$ cat config.mk
export PLATFORM = sky130hd
export DESIGN_NAME = uart_rx
export DESIGN_NICKNAME = d
export VERILOG_FILES = /design/src/rtl/uart_pkg.sv /design/src/rtl/sync_2ff.sv /design/src/rtl/uart_rx.sv
export SDC_FILE = /design/constraint.sdc
export NUM_CORES = 1
export LEC_CHECK = 0
export CAP_MARGIN = 5
export CORE_ASPECT_RATIO = 0.5
export CORE_UTILIZATION = 55
export CTS_CLUSTER_DIAMETER = 50
export DETAILED_ROUTE_END_ITERATION = 16
export PLACE_DENSITY = 0.83
export SYNTH_ARGS = -nofsm -noshare
export SYNTH_HDL_FRONTEND = slang
export SYNTH_SLANG_ARGS = --single-unit
$ cat constraint.sdc
create_clock -name sys_clk -period 2.5 [get_ports sys_clk]
set_input_delay 0.5 -clock sys_clk [delete_from_list [all_inputs] [get_ports sys_clk]]
set_output_delay 0.5 -clock sys_clk [all_outputs]
set_load 0.01 [all_outputs]
$ cat src/rtl/uart_pkg.sv
// Shared UART constants and types.
// Used by both the transmit and receive stages.
package uart_pkg;

  typedef enum logic [1:0] {
    IDLE  = 2'd0,
    START = 2'd1,
    DATA  = 2'd2,
    STOP  = 2'd3
  } state_e;

  localparam int   CLKS_PER_BIT_DEF = 400;
  localparam int   DATA_BITS        = 8;
  localparam logic LINE_IDLE        = 1'b1;

endpackage

$ cat src/rtl/sync_2ff.sv
// Generic two-flop synchronizer for a single
// asynchronous bit, with a selectable reset value.
module sync_2ff #(
  parameter logic RST_VAL = 1'b0
) (
  input  logic clk_i,
  input  logic rst_i,
  input  logic d_i,
  output logic q_o
);

  logic meta_q;
  logic sync_q;

  // Two back-to-back flops to settle metastability.
  always_ff @(posedge clk_i or posedge rst_i) begin
    if (rst_i) begin
      meta_q <= RST_VAL;
      sync_q <= RST_VAL;
    end else begin
      meta_q <= d_i;
      sync_q <= meta_q;
    end
  end

  assign q_o = sync_q;

endmodule

$ cat src/rtl/uart_rx.sv
// 8N1 UART receiver: start-bit validation at
// mid-bit, centre sampling, valid/error strobes.
module uart_rx
  import uart_pkg::*;
#(
  parameter int CLKS_PER_BIT = CLKS_PER_BIT_DEF
) (
  input  logic                 sys_clk,
  input  logic                 sys_rst,
  input  logic                 bit_in,
  output logic [DATA_BITS-1:0] dout,
  output logic                 data_valid,
  output logic                 frame_err,
  output logic                 busy
);

  localparam int CW = $clog2(CLKS_PER_BIT);
  localparam int IW = $clog2(DATA_BITS);

  localparam logic [CW-1:0] HALF_M1 =
    CW'(CLKS_PER_BIT / 2 - 1);
  localparam logic [CW-1:0] BIT_M1 =
    CW'(CLKS_PER_BIT - 1);
  localparam logic [CW-1:0] CNT_ONE = CW'(1);
  localparam logic [IW-1:0] IDX_LAST =
    IW'(DATA_BITS - 1);
  localparam logic [IW-1:0] IDX_ONE = IW'(1);

  logic                 sync_w;
  logic                 prev_q;
  logic                 fall_w;

  state_e               state_q;
  logic [CW-1:0]        cnt_q;
  logic [IW-1:0]        idx_q;
  logic [DATA_BITS-1:0] shift_q;
  logic [DATA_BITS-1:0] dout_q;
  logic                 valid_q;
  logic                 ferr_q;

  sync_2ff #(
    .RST_VAL (LINE_IDLE)
  ) u_sync (
    .clk_i (sys_clk),
    .rst_i (sys_rst),
    .d_i   (bit_in),
    .q_o   (sync_w)
  );

  // Delayed copy of the synced line for edge detect.
  always_ff @(posedge sys_clk or posedge sys_rst) begin
    if (sys_rst) begin
      prev_q <= LINE_IDLE;
    end else begin
      prev_q <= sync_w;
    end
  end

  assign fall_w = prev_q & ~sync_w;

  // Frame FSM: bit timing, shifting, strobes.
  always_ff @(posedge sys_clk or posedge sys_rst) begin
    if (sys_rst) begin
      state_q <= IDLE;
      cnt_q   <= '0;
      idx_q   <= '0;
      shift_q <= '0;
      dout_q  <= '0;
      valid_q <= 1'b0;
      ferr_q  <= 1'b0;
    end else begin
      valid_q <= 1'b0;
      ferr_q  <= 1'b0;
      unique case (state_q)
        IDLE: begin
          cnt_q <= '0;
          idx_q <= '0;
          if (fall_w) begin
            state_q <= START;
          end
        end
        START: begin
          if (cnt_q == HALF_M1) begin
            cnt_q <= '0;
            if (sync_w == LINE_IDLE) begin
              state_q <= IDLE;
            end else begin
              state_q <= DATA;
            end
          end else begin
            cnt_q <= cnt_q + CNT_ONE;
          end
        end
        DATA: begin
          if (cnt_q == BIT_M1) begin
            cnt_q   <= '0;
            shift_q <= {sync_w,
                        shift_q[DATA_BITS-1:1]};
            if (idx_q == IDX_LAST) begin
              idx_q   <= '0;
              state_q <= STOP;
            end else begin
              idx_q <= idx_q + IDX_ONE;
            end
          end else begin
            cnt_q <= cnt_q + CNT_ONE;
          end
        end
        STOP: begin
          if (cnt_q == BIT_M1) begin
            cnt_q   <= '0;
            state_q <= IDLE;
            if (sync_w == LINE_IDLE) begin
              dout_q  <= shift_q;
              valid_q <= 1'b1;
            end else begin
              ferr_q <= 1'b1;
            end
          end else begin
            cnt_q <= cnt_q + CNT_ONE;
          end
        end
        default: begin
          state_q <= IDLE;
          cnt_q   <= '0;
          idx_q   <= '0;
        end
      endcase
    end
  end

  assign dout       = dout_q;
  assign data_valid = valid_q;
  assign frame_err  = ferr_q;
  assign busy       = (state_q != IDLE);

endmodule

==> flow_metrics.env, run 1 <==
export IMPL_clock_power_share_pct=37.4
export IMPL_hold_violations=0
export IMPL_finalPower_mw=1.39
export IMPL_outcome="complete, no violations"
export IMPL_worstPathMaxFanout=14
export IMPL_wl_um=2570
export IMPL_p_per_area_mw_per_mm2=760
export IMPL_detailedPlacementHpwl_um=1750
export IMPL_timing_rr_end="dout[7]"
export IMPL_post_route_drc_count=0
export IMPL_ys_seq_elements=35
export IMPL_fin_worst_skew_ns=0.00392
export IMPL_wire_length_of_the_first_global_routing_pass_um=4150
export IMPL_ant_nets=0
export IMPL_cts_resized_gates=0
export IMPL_synthesis_nets=128
export IMPL_synth_largest_area_cell="sky130_fd_sc_hd__dfrtp_1"
export IMPL_detailroute_via_count=985
export IMPL_reg2reg_from="cnt_q[0]"
export IMPL_crit_required_ns=2.00
export IMPL_power_frac_seq_pct=50.6
export IMPL_relative_slew_slack_pct=60.8
export IMPL_fin_hold_ws_ns=0.361
export IMPL_timing_hold_worst_endpoint="u_sync.q_o"
export IMPL_placer_congestion=0.787
export IMPL_global_route_overflow_total=0
export IMPL_r2r_setup_slack_ns=0.49
export IMPL_initialDrtViolationCount=56
export IMPL_layout_nets=147
export IMPL_initial_utilization_pct=58.5
export IMPL_synth_largest_type_area_fraction_pct=52.2
export IMPL_instances_no_fill=179
export IMPL_wl_per_cell_um=14.4
export IMPL_clk_transition_reported_paths_ns=0.07
export IMPL_ctsHtreeMaxLevel=2
export IMPL_ir_drop_uv=429
export IMPL_rr_worst_depth=5
export IMPL_cp_start_kind="register"
export IMPL_intPower_mw=1.04
export IMPL_boundaryPins=14
export IMPL_ys_seq_area_share_pct=57.4
export IMPL_drtPass1Iterations=4
export IMPL_syn_cell_area_sq_mm=0.00153
export IMPL_coreArea_sq_mm=0.00262
export IMPL_dr_max_layer_used="met4"
export IMPL_track_usage_pct=19.4
export IMPL_worst_setup_path_type="reg2out"
export IMPL_worst_pin_slew_ns=0.583
export IMPL_cts_root_to_sink_buffers=2
export IMPL_setup_repair_after_global_routing_missed_its_margin="false"
export IMPL_cap_viol_max_count=0
export IMPL_synth_cell_types=32
export IMPL_post_route_period_util_pct=85.5
export IMPL_ys_warns=0
export IMPL_met1Wirelength_um=1220
export IMPL_max_freq_mhz=468
export IMPL_cellLeakagePower_nw=0.841
export IMPL_io_buffers=13
export IMPL_worstHoldPathCells=0
export IMPL_cts_num_sinks=35
export IMPL_antenna_cells=0
export IMPL_min_delay_path_class="reg2reg"
export IMPL_cp_arrival_ns=1.64
export IMPL_finalWorstPathRequiredPeriod_ns=2.14
export IMPL_placementRows=13
export IMPL_number_of_global_route_vias_before_repair=874
export IMPL_grt_antenna_before_repair=0
export IMPL_syn_avg_cell_area_sq_um=12.6
export IMPL_flip_flop_cell_with_the_highest_count_after_synthesis="sky130_fd_sc_hd__dfrtp_1"
export IMPL_power_switching_mw=0.354
export IMPL_synth_cells=122
export IMPL_pin_count_of_the_biggest_net_entering_global_routing=36
export IMPL_cts_buffers_inserted=5
export IMPL_startpoint_of_the_most_critical_hold_path="u_sync.meta_q"
export IMPL_report_final_slew_viol_count=0
export IMPL_area_delta_synth_final_pct=19.2
export IMPL_comb_power_share_pct=12.0
export IMPL_synth_edff_count=0
export IMPL_setup_total_negative_slack_ns=0
export IMPL_routed_wl_met3_um=98
export IMPL_cts_tree="yes"
export IMPL_cts_repair_timing_setup_buffer_count=0
export IMPL_die_width_um=76.7
export IMPL_post_route_cells_drive_above_1_share_pct=25.4
export IMPL_switching_share_pct=25.5
export IMPL_wl_met2_um=1210
export IMPL_post_cts_hold_buffer_count=0
export IMPL_setup_viol_count_final=0
export IMPL_asyncSetResetFlopFracSynth_pct=100
export IMPL_post_synth_main_area_contributors="sky130_fd_sc_hd__dfrtp_1, sky130_fd_sc_hd__mux2_2, sky130_fd_sc_hd__dfstp_2"
export IMPL_die_area_sq_mm=0.00301
export IMPL_clock_insertion_delay_worst_skew_ns=0.28
export IMPL_fillCellCount=173
export IMPL_critPathCaptureType="output port"
export IMPL_placed_cells=171
export IMPL_viasPerCell=5.50
export IMPL_ctsRootBufferMaster="sky130_fd_sc_hd__clkbuf_8"
export IMPL_chipHeight_um=39.3
## cells in the final DEF, fill, tap and decap left out, types with 2 or more instances in the layout
| cell type | n |
|---|---|
| sky130_fd_sc_hd__a31oi_1 | 2 |
| sky130_fd_sc_hd__and2_1 | 2 |
| sky130_fd_sc_hd__buf_4 | 2 |
| sky130_fd_sc_hd__clkbuf_8 | 6 |
| sky130_fd_sc_hd__clkdlybuf4s50_1 | 13 |
| sky130_fd_sc_hd__dfrtp_1 | 32 |
| sky130_fd_sc_hd__dfstp_2 | 3 |
| sky130_fd_sc_hd__ha_1 | 3 |
| sky130_fd_sc_hd__inv_1 | 2 |
| sky130_fd_sc_hd__mux2_2 | 16 |
| sky130_fd_sc_hd__nand2_1 | 10 |
| sky130_fd_sc_hd__nand3_1 | 10 |
| sky130_fd_sc_hd__nor2_1 | 11 |
| sky130_fd_sc_hd__nor2b_1 | 2 |
| sky130_fd_sc_hd__nor3_1 | 3 |
| sky130_fd_sc_hd__xnor2_1 | 4 |
| sky130_fd_sc_hd__xor2_1 | 3 |
## state kept, by name (all words and copies together) (netlist names), named ones only
name           cells
prev_q             1
u_sync.meta_q      1
idx_q              3
dout               8
cnt_q              9
shift_q            8
data_valid         1
state_q            1
u_sync.q_o         1
frame_err          1
## cell type report
class / instances / area (sq um) / area share (%)
repair buffers: 15 / 145 / 7.95
multi-input cells: 82 / 631 / 34.5
well taps: 37 / 46.3 / 2.53
clock buffers: 6 / 82.6 / 4.52
clock inverters: 2 / 35.0 / 1.92
flip-flops and latches: 35 / 880 / 48.2
inverters: 2 / 7.51 / 0.411
## layer usage
layer  global-route usage, %  vias up
li1                        -      465
met1                    24.2      494
met2                    31.3       18
met3                    5.81        8
met4                    11.1        0
met5                       0        -
## worst max path at each step
stage	from	to	slack [ns]	cells past startpoint
5_1_grt	register	busy	0.29	2
3_5_place_dp	cnt_q[0]	dout[7]	0.51	5
2_1_floorplan	cnt_q[0]	dout[0]	0.75	5
3_3_place_gp	cnt_q[0]	dout[2]	0.54	5
6_report	register	busy	0.36	2
4_1_cts	register	busy	0.35	2
## logic make-up after synthesis
logic type,after synthesis,share of synthesized area (%)
adder cells (fa/ha/maj),3,2.45
AND/OR/NAND/NOR,49,19.3
AO/OA/AOI/OAI,7,3.59
flip-flops,35,57.4
multiplexers,16,11.8
buffers and inverters,5,1.47
XOR/XNOR,7,4.00
## worst max-delay path, stage by stage (launching register included)
cell and delay [ns]:
sky130_fd_sc_hd__dfrtp_1 0.52, sky130_fd_sc_hd__or2_2 0.35, sky130_fd_sc_hd__clkdlybuf4s50_1 0.48
## power by group through the flow
stage / Clock (mW) / Combinational [mW] / Sequential (mW)
4_1_cts: 0.531 / 0.170 / 0.700
6_report: 0.520 / 0.167 / 0.702
2_1_floorplan: 0 / 0.142 / 0.689
3_5_place_dp: 0 / 0.167 / 0.710
5_1_grt: 0.547 / 0.187 / 0.709
3_3_place_gp: 0 / 0.159 / 0.704
## Yosys cell counts, types with 2 or more instances
master and count:
sky130_fd_sc_hd__a31oi_1 2, sky130_fd_sc_hd__xor2_1 3, sky130_fd_sc_hd__nand2_1 10, sky130_fd_sc_hd__and2_1 2
sky130_fd_sc_hd__clkbuf_1 2, sky130_fd_sc_hd__xnor2_1 4, sky130_fd_sc_hd__nand3_1 10, sky130_fd_sc_hd__dfstp_2 3
sky130_fd_sc_hd__dfrtp_1 32, sky130_fd_sc_hd__ha_1 3, sky130_fd_sc_hd__inv_1 2, sky130_fd_sc_hd__nor3_1 3
sky130_fd_sc_hd__nor2b_1 2, sky130_fd_sc_hd__mux2_2 16, sky130_fd_sc_hd__nor2_1 11
## stage by stage
| stage | setup WS, ns | utilization (%) | cell area, sq um |
|---|---|---|---|
| floorplan | 0.750 | - | 1530 |
| global placement | 0.537 | 65.3 | 1710 |
| detailed placement | 0.514 | 65.3 | 1710 |
| CTS | 0.350 | 69.8 | 1830 |
| global route | 0.290 | 69.8 | 1830 |
| finish | 0.363 | 69.8 | 1830 |
(Power assumes the default switching activity.)
==> run 2, diff against run 1 <==
--- a/config.mk
+++ b/config.mk
@@ -14,3 +14,4 @@
 export SYNTH_ARGS = -nofsm -noshare
 export SYNTH_HDL_FRONTEND = slang
 export SYNTH_SLANG_ARGS = --single-unit
+export TNS_END_PERCENT = 1
==> results of run 2 <==
Same layout as run 1: the final DEF is identical, and so are final timing and power.
==> run 3, diff against run 2 <==
--- a/config.mk
+++ b/config.mk
@@ -7,10 +7,11 @@
 export LEC_CHECK = 0
 export CAP_MARGIN = 5
 export CORE_ASPECT_RATIO = 0.5
-export CORE_UTILIZATION = 55
+export CORE_UTILIZATION = 58
+export CTS_BUF_LIST = sky130_fd_sc_hd__clkbuf_8
 export CTS_CLUSTER_DIAMETER = 50
 export DETAILED_ROUTE_END_ITERATION = 16
-export PLACE_DENSITY = 0.83
+export PLACE_DENSITY = 0.86
 export SYNTH_ARGS = -nofsm -noshare
 export SYNTH_HDL_FRONTEND = slang
 export SYNTH_SLANG_ARGS = --single-unit
==> run 3 against run 2 <==
Net effect:
- critical path depth stayed put
- register-to-register slack hardly changed
- worst hold slack worse by 0.0034 ns
- clock-buffer cell count is 1 lower
- global-route usage is 5.8 points higher
- critical path type unchanged
- largest power group unchanged
==> flow_metrics.env, run 3 (same netlist as run 1, synthesis figures left out) <==
export IMPL_outcome="complete, no violations"
export IMPL_post_route_period_util_pct=87.3
export IMPL_crit_required_ns=2.00
export IMPL_report_final_slew_viol_count=0
export IMPL_cp_cell_sequence="or2_2 > clkdlybuf4s50_1"
export IMPL_clk_transition_reported_paths_ns=0.07
export IMPL_setup_total_negative_slack_ns=0
export IMPL_multi_input_gate_area_sq_um=631
export IMPL_cpMaxStageDelayCell="sky130_fd_sc_hd__dfrtp_1"
export IMPL_placer_congestion=0.774
export IMPL_critical_path_cell_count=2
export IMPL_cts_root_to_sink_buffers=2
export IMPL_crit_buf_inv=1
export IMPL_wl_um=2840
export IMPL_cp_start_kind="register"
export IMPL_cellLeakagePower_nw=0.838
export IMPL_worst_pin_slew_ns=0.518
export IMPL_clock_insertion_delay_worst_skew_ns=0.29
export IMPL_largest_register="cnt_q"
export IMPL_cap_viol_max_count=0
export IMPL_timing_hold_worst_endpoint="u_sync.q_o"
export IMPL_r2r_setup_slack_ns=0.50
export IMPL_worst_setup_path_type="reg2out"
export IMPL_cts_resized_gates=0
export IMPL_ir_drop_uv=561
export IMPL_worst_path_dominant_cell_family="flip-flops"
export IMPL_ctsHtreeMaxLevel=2
export IMPL_viasPerCell=5.56
export IMPL_worstHoldPathCells=0
export IMPL_setup_viol_count_final=0
export IMPL_final_critical_path_setup_slack_ns=0.318
export IMPL_postLayoutCoreUtil_pct=77.3
export IMPL_critPathCaptureType="output port"
export IMPL_track_usage_pct=25.2
export IMPL_post_route_cells_drive_above_1_share_pct=25.4
export IMPL_detailedPlacementHpwl_um=1830
export IMPL_global_route_overflow_total=0
export IMPL_flip_flop_count_of_the_largest_register_all_copies_and_words_added=9
export IMPL_worstPathMaxFanout=14
export IMPL_die_width_um=74.7
export IMPL_cp_arrival_ns=1.68
export IMPL_boundaryPins=14
export IMPL_pin_count_of_the_biggest_net_entering_global_routing=36
export IMPL_largest_stage_delay_on_the_critical_path_ns=0.53
export IMPL_drtPass1Iterations=4
export IMPL_cts_buffers_inserted=5
export IMPL_cts_tree="yes"
export IMPL_min_delay_path_class="reg2reg"
export IMPL_setup_repair_after_global_routing_missed_its_margin="false"
export IMPL_max_freq_mhz=458
export IMPL_area_delta_synth_final_pct=18.9
export IMPL_switching_share_pct=27.0
export IMPL_coreArea_sq_mm=0.00236
export IMPL_intPower_mw=1.01
export IMPL_die_area_sq_mm=0.00286
export IMPL_power_switching_mw=0.376
export IMPL_fillCellCount=151
export IMPL_ctsRootBufferMaster="sky130_fd_sc_hd__clkbuf_8"
export IMPL_chipHeight_um=38.4
export IMPL_pre_cts_ws_ns=0.555
export IMPL_cts_repair_timing_setup_buffer_count=0
export IMPL_reg2reg_from="cnt_q[0]"
export IMPL_ff_latch_area_sq_um=880
export IMPL_detailroute_via_count=985
export IMPL_relative_slew_slack_pct=65.1
export IMPL_wire_length_of_the_first_global_routing_pass_um=4850
export IMPL_post_cts_hold_buffer_count=0
export IMPL_most_common_layout_cells="sky130_fd_sc_hd__dfrtp_1, sky130_fd_sc_hd__mux2_2, sky130_fd_sc_hd__clkdlybuf4s50_1"
export IMPL_grt_antenna_before_repair=0
export IMPL_antenna_cells=0
export IMPL_comb_power_share_pct=12.2
export IMPL_cts_num_sinks=35
export IMPL_power_frac_seq_pct=50.4
export IMPL_fin_worst_skew_ns=0.00479
export IMPL_wl_per_cell_um=16.0
export IMPL_hold_violations=0
export IMPL_clock_power_share_pct=37.4
export IMPL_timing_rr_end="shift_q[2]"
export IMPL_startpoint_of_the_most_critical_hold_path="u_sync.meta_q"
export IMPL_ant_nets=0
export IMPL_mostFrequentLayoutCell="sky130_fd_sc_hd__dfrtp_1"
export IMPL_initial_utilization_pct=65.0
export IMPL_initialDrtViolationCount=102
export IMPL_finalWorstPathRequiredPeriod_ns=2.18
export IMPL_p_per_area_mw_per_mm2=763
export IMPL_io_buffers=13
export IMPL_rr_worst_depth=5
export IMPL_placementRows=12
export IMPL_number_of_global_route_vias_before_repair=981
export IMPL_layout_nets=147
export IMPL_post_route_drc_count=0
-- run 3: layout make-up --
class	count	share of cell area, %
inverter	2	0.412
clock inverter	3	2.61
timing repair buffer	15	7.96
multi-input combinational	82	34.6
clock buffer	5	3.77
tap	35	2.40
sequential	35	48.2
-- run 3: routing by layer --
layer	vias to the layer above	routed length [um]	global-route usage, %
li1	463	-	-
met1	485	1310	33.2
met2	30	1330	39.4
met3	7	144	7.63
met4	0	49	10.4
met5	-	0	0
-- run 3: through the flow --
step / std cells / cell area [sq um] / power [mW] / hold slack, ns
after detailed placement: 169 / 1710 / 0.874 / 0.347
after global routing: 177 / 1820 / 1.45 / 0.365
final: 177 / 1820 / 1.39 / 0.358
after global placement: 169 / 1710 / 0.866 / 0.346
after floorplan: 122 / 1530 / 0.830 / 0.345
after CTS: 177 / 1820 / 1.40 / 0.359
-- run 3: worst max-delay path by stage --
stage	from	to	slack, ns
2_1_floorplan	cnt_q[0]	dout[0]	0.75
3_3_place_gp	cnt_q[6]	shift_q[2]	0.62
3_5_place_dp	cnt_q[0]	dout[7]	0.55
4_1_cts	register	busy	0.34
5_1_grt	register	busy	0.28
6_report	register	busy	0.32
-- run 3: power groups by stage --
stage               sequential [mW]  clock [mW]  combinational [mW]
finish                        0.701       0.520               0.169
global route                  0.712       0.546               0.192
CTS                           0.699       0.525               0.170
detailed placement            0.707           0               0.166
global placement              0.706           0               0.161
floorplan                     0.689           0               0.142
